`src/rtl/add_result_stage.sv`:
```
// Registered operand/result stage around a WIDTH-bit ripple-carry adder with an
// accumulator and stored carry. Optional result saturation: define ADD_STAGE_SAT_EN.
module add_result_stage #(
  parameter int                WIDTH    = 32,
  parameter logic [WIDTH-1:0]  ACC_INIT = '0
) (
  input  logic             clk,
  input  logic             rst,
  input  logic             in_valid,
  output logic             in_ready,
  input  logic [WIDTH-1:0] op_a,
  input  logic [WIDTH-1:0] op_b,
  input  logic             op_cin,
  input  logic [2:0]       op_mode,
  output logic             out_valid,
  input  logic             out_ready,
  output logic [WIDTH-1:0] out_sum,
  output logic             out_cout,
  output logic [3:0]       out_flags,
  output logic [WIDTH-1:0] acc_value,
  output logic             dbg_state
);

  localparam logic [2:0] MODE_SUB = 3'b001;
  localparam logic [2:0] MODE_ACC = 3'b010;
  localparam logic [2:0] MODE_ADC = 3'b011;
  localparam logic [2:0] MODE_CLR = 3'b100;

  localparam logic [WIDTH-1:0] SIGNED_MAX = {1'b0, {(WIDTH-1){1'b1}}};
  localparam logic [WIDTH-1:0] SIGNED_MIN = {1'b1, {(WIDTH-1){1'b0}}};

  typedef enum logic {
    S_EMPTY = 1'b0,
    S_FULL  = 1'b1
  } slot_state_t;

  slot_state_t      r_state;
  slot_state_t      w_next_state;
  logic             w_accept;
  logic             w_drain;

  logic [WIDTH-1:0] r_sum;
  logic             r_cout;
  logic [3:0]       r_flags;
  logic [WIDTH-1:0] r_acc;
  logic             r_carry;

  logic             w_is_acc;
  logic             w_is_clr;
  logic [WIDTH-1:0] w_a;
  logic [WIDTH-1:0] w_b;
  logic             w_ci;
  logic [WIDTH-1:0] w_raw_sum;
  logic             w_raw_cout;
  logic             w_ovf;
  logic [WIDTH-1:0] w_arith_res;
  logic [WIDTH-1:0] w_res;
  logic             w_res_cout;
  logic             w_res_ovf;
  logic [3:0]       w_res_flags;

  // Handshake: a beat transfers on in_valid & in_ready, a result on out_valid & out_ready.
  // in_ready depends only on slot state and out_ready, so a full slot that drains
  // in the same cycle takes a new beat with no bubble.
  always_ff @(posedge clk or posedge rst) begin
    if (rst) begin
      r_state <= S_EMPTY;
    end else begin
      r_state <= w_next_state;
    end
  end

  always_comb begin
    w_next_state = r_state;
    in_ready     = (r_state == S_EMPTY) | out_ready;
    w_accept     = in_valid & in_ready;
    w_drain      = (r_state == S_FULL) & out_ready;
    case (r_state)
      S_EMPTY: if (w_accept) w_next_state = S_FULL;
      S_FULL:  if (w_drain && !w_accept) w_next_state = S_EMPTY;
      default: w_next_state = S_EMPTY;
    endcase
  end

  assign w_is_acc = (op_mode == MODE_ACC);
  assign w_is_clr = (op_mode == MODE_CLR);

  // Unlisted opcodes fall through to the ADD forming.
  always_comb begin
    w_a  = op_a;
    w_b  = op_b;
    w_ci = op_cin;
    case (op_mode)
      MODE_SUB: begin
        w_b  = ~op_b;
        w_ci = 1'b1;
      end
      MODE_ACC: begin
        w_a  = r_acc;
        w_ci = 1'b0;
      end
      MODE_ADC: w_ci = r_carry;
      default:  ;
    endcase
  end

  always_comb begin : ripple
    logic c;
    w_raw_sum = '0;
    c         = w_ci;
    for (int i = 0; i < WIDTH; i++) begin
      w_raw_sum[i] = w_a[i] ^ w_b[i] ^ c;
      c            = (w_a[i] & w_b[i]) | (c & (w_a[i] ^ w_b[i]));
    end
    w_raw_cout = c;
  end

  assign w_ovf = (w_a[WIDTH-1] == w_b[WIDTH-1]) & (w_raw_sum[WIDTH-1] != w_a[WIDTH-1]);

`ifdef ADD_STAGE_SAT_EN
  // Clamp direction follows the sign of the formed A operand.
  assign w_arith_res = w_ovf ? (w_a[WIDTH-1] ? SIGNED_MIN : SIGNED_MAX) : w_raw_sum;
`else
  assign w_arith_res = w_raw_sum;
`endif

  assign w_res       = w_is_clr ? ACC_INIT : w_arith_res;
  assign w_res_cout  = w_is_clr ? 1'b0 : w_raw_cout;
  assign w_res_ovf   = w_is_clr ? 1'b0 : w_ovf;
  assign w_res_flags = {w_res[WIDTH-1], (w_res == '0), w_res_cout, w_res_ovf};

  always_ff @(posedge clk or posedge rst) begin
    if (rst) begin
      r_sum   <= '0;
      r_cout  <= 1'b0;
      r_flags <= '0;
      r_acc   <= ACC_INIT;
      r_carry <= 1'b0;
    end else if (w_accept) begin
      r_sum   <= w_res;
      r_cout  <= w_res_cout;
      r_flags <= w_res_flags;
      if (w_is_clr) begin
        r_acc   <= ACC_INIT;
        r_carry <= 1'b0;
      end else begin
        r_carry <= w_raw_cout;
        if (w_is_acc) r_acc <= w_arith_res;
      end
    end
  end

  assign out_valid = (r_state == S_FULL);
  assign out_sum   = r_sum;
  assign out_cout  = r_cout;
  assign out_flags = r_flags;
  assign acc_value = r_acc;
  assign dbg_state = r_state;

  // Unused on purpose: SIGNED_MAX/MIN only matter in the saturating build.
  logic w_unused_consts;
  assign w_unused_consts = ^{SIGNED_MAX, SIGNED_MIN};

endmodule

```
`config.mk`:
```
export PLATFORM = sky130hd
export DESIGN_NAME = add_result_stage
export DESIGN_NICKNAME = d
export VERILOG_FILES = /design/src/rtl/add_result_stage.sv
export SDC_FILE = /design/constraint.sdc
export NUM_CORES = 1
export LEC_CHECK = 0
export BUFFER_PORTS_ARGS = -buffer_cell sky130_fd_sc_hd__buf_2
export CORE_AREA = 3 3 99 92
export CTS_BUF_LIST = sky130_fd_sc_hd__clkbuf_16
export DETAILED_ROUTE_END_ITERATION = 10
export DIE_AREA = 0 0 102 95
export GPL_ROUTABILITY_DRIVEN = 0
export PLACE_DENSITY = 0.79
export SYNTH_ARGS = -nofsm -noshare
export SYNTH_HDL_FRONTEND = slang
export SYNTH_SLANG_ARGS = --single-unit
export TNS_END_PERCENT = 1
```
`constraint.sdc`:
```
create_clock -name clk -period 24.8 [get_ports clk]
set_clock_uncertainty 0.05 [all_clocks]
set_input_delay 1.24 -clock clk [delete_from_list [all_inputs] [get_ports clk]]
set_output_delay 1.24 -clock clk [all_outputs]
set_load 0.005 [all_outputs]
```
==> qor.txt <==
Port Buffers - 143
syn avg cell area - 10.55 um2
utilization after layout - 62.59%
RSZ-0062 raised after global routing - no
sequential element share of the synthesized area - 42.13%
Routed Antenna Nets - 0
WHS - 421.9 ps
vias in the first global route - 3472
min cycle time layout - 17460 ps
post-DP HPWL - 7692 um
CP arrival - 17670 ps
initial core utilization - 50.06%
synthesized flop and latch total - 68
placement-stage cell area - 0.004797 mm2
r2r setup slk - 8770 ps
DR vias - 3194
TNS Setup - 0 ps
Inst Count DP - 602
initial antenna violation count - 0
area leader, netlist - dfrtp_1
CTS buffer count - 9
Setup Fix Bufs, Post-CTS - 0
Final period util - 70.38%
YS warnings - 0
first-pass GRT wire length - 16420 um
Die H - 95 um
Clock Pin Slew Worst Setup and Hold Paths - 50 ps
FP Rows - 31
Post-synth ARST share - 100.0%
GR Util met1 - 27.56%
VDD IR max - 0.00004424 V
Synth Net Count - 488
Final setup viols - 0
overall routing resource usage - 21.95%
First DRT Iteration DRCs - 108
Top Ports - 144
Worst Hold Launch - out_flags[0]$_DFFE_PP0P_
post_cts resized - 0
Worst-Skew Late Latency - 320 ps
CP endpoint kind - register
ANT cells - 0
Critical-path top delay cell - fa_1
CP startpoint kind - primary input
Power Density - 83.08 mW/mm2
Top cell by count, worst path - fa_1
slowest cell delay on critical path - 520 ps
CTS hold repair buffers - 0
reg2reg path depth - 40
CTS max path bufs - 2
Crit Path Max Fanout - 33
Hold Vio Cnt, Final - 0
total grt overflow - 0
Crit Path Class - primary input to register
Pre-Repair DR Iteration Count - 4
Post-synth top cells - 99 x nand2_1, 68 x dfrtp_1, 62 x o21ai_0
# DRC - 0
classification of the worst-slack hold path - register to register
die area - 0.009690 mm2
Worst-Margin Slew - 1172 ps
hold endpoint - out_flags[0]$_DFFE_PP0P_
max_slew headroom - 21.85%
share of layout cells above drive strength 1 - 37.57%
met3 Resource Use GR - 6.352%
Post-layout nets - 619
clock sinks - 68
Worst EP required - 25010 ps
Die Span X - 102 um
reg2reg end - out_flags[2]$_DFFE_PP0P_
met2 Track Usage GR - 37.50%
busiest grt layer - met2
clock root cell - clkbuf_16
area growth from synthesis to layout - 25.03%
top-count cell post-synth - nand2_1
WL/cell - 16.53 um
final instance area - 0.005050 mm2
ranking of synthesized cells by area - dfrtp_1 42%, fa_1 16%, nand2_1 9.2%
number of enable flip-flop cells after synthesis - 0
H-tree levels - 3
number of cells produced by synthesis - 383
top-area cell type share of the netlist area - 42.13%
final WL - 10220 um
Max Freq - 57.29 MHz
status - finished, final reports clean
CTS tree - built
Hold Crit Depth - 2
Final Non-Filler Cells - 618
number of vias per cell - 5.168
Core ar. - 0.008068 mm2
origin of the critical flop-to-flop path - out_flags[1]$_DFFE_PP0P_
largest net degree at the start of global routing - 70
Slew Limit Fails - 0
Distinct cells, synth - 26
Max Cap Viol - 0
Leak - 2.564 nW
ys flop type - dfrtp_1
Cell Area, Synth - 0.004039 mm2
## power breakdown
part	total, mW	switching, mW	internal, mW
Combinational	0.142	0.0756	0.0663
Sequential	0.168	0.0225	0.145
Clock	0.110	0.0445	0.0652
## critical path, delay by kind of cell
kind,cells,cell delay [ps]
buffers and inverters,4,740
AOI/OAI and AO/OA,1,160
and+or+nand+nor,3,690
adders and majority gates,32,14260
muxes,2,570
## cell type report
cell class | instances | area (um2)
fill | 690 | 3018
multi-input combinational | 284 | 2211
sequential | 68 | 1702
timing repair buffer | 147 | 745.7
clock buffer | 9 | 225.2
tap | 99 | 123.9
clock inverter | 7 | 27.53
inverter | 4 | 15.01
## layout by cell type (no fill, tap or decap), types with 2 or more instances in the layout
| master | count |
|---|---|
| nand4_1 | 2 |
| buf_4 | 4 |
| xor2_1 | 30 |
| nand2_1 | 98 |
| nand2b_1 | 2 |
| clkinv_1 | 3 |
| nor3b_4 | 2 |
| o31ai_1 | 4 |
| nor4b_1 | 2 |
| o21ai_0 | 62 |
| clkbuf_16 | 9 |
| buf_2 | 143 |
| mux2_2 | 31 |
| mux2i_1 | 2 |
| inv_1 | 6 |
| fa_1 | 32 |
| dfrtp_1 | 68 |
| nor4_1 | 6 |
| xnor2_1 | 3 |
## worst max-delay path by stage
stage,from,slack (ps),to,cells past startpoint
2_1_floorplan,op_mode[0],7840,out_flags[2]$_DFFE_PP0P_,41
3_3_place_gp,op_mode[0],7210,out_flags[2]$_DFFE_PP0P_,42
3_5_place_dp,op_mode[0],6910,out_flags[2]$_DFFE_PP0P_,42
4_1_cts,op_mode[0],7210,out_flags[2]$_DFFE_PP0P_,42
5_1_grt,op_mode[0],6520,out_flags[2]$_DFFE_PP0P_,42
6_report,op_mode[0],7340,out_flags[2]$_DFFE_PP0P_,42
## per-stage QoR
step	total power, mW	setup WS, ps
global placement	0.3072	7215
detailed placement	0.3133	6908
global route	0.4514	6519
floorplan	0.2458	7837
CTS	0.4242	7210
finish	0.4195	7345
## kinds of logic after synthesis
| family | count (synthesis) | synth area share, % |
|---|---|---|
| simple gates | 115 | 12.45 |
| mux | 33 | 9.139 |
| fa+ha+maj | 33 | 16.17 |
| compound gates | 70 | 9.418 |
| buf+inv | 31 | 3.531 |
| flops | 68 | 42.13 |
| xor+xnor | 33 | 7.156 |
## state kept, by name, summed over array words and instances, names as in the netlist
name,count
acc_value,32
dbg_state,1
out_flags,3
out_sum,32
## layer usage
metal	part of all wire, %	vias to the layer above	wire length (um)
met1	43	1532	4349
li1	-	1528	-
met5	0	-	0
met3	6.9	8	703
met4	0.72	0	74
met2	50	126	5089
Note: power is estimated with default switching activity, not from simulation.
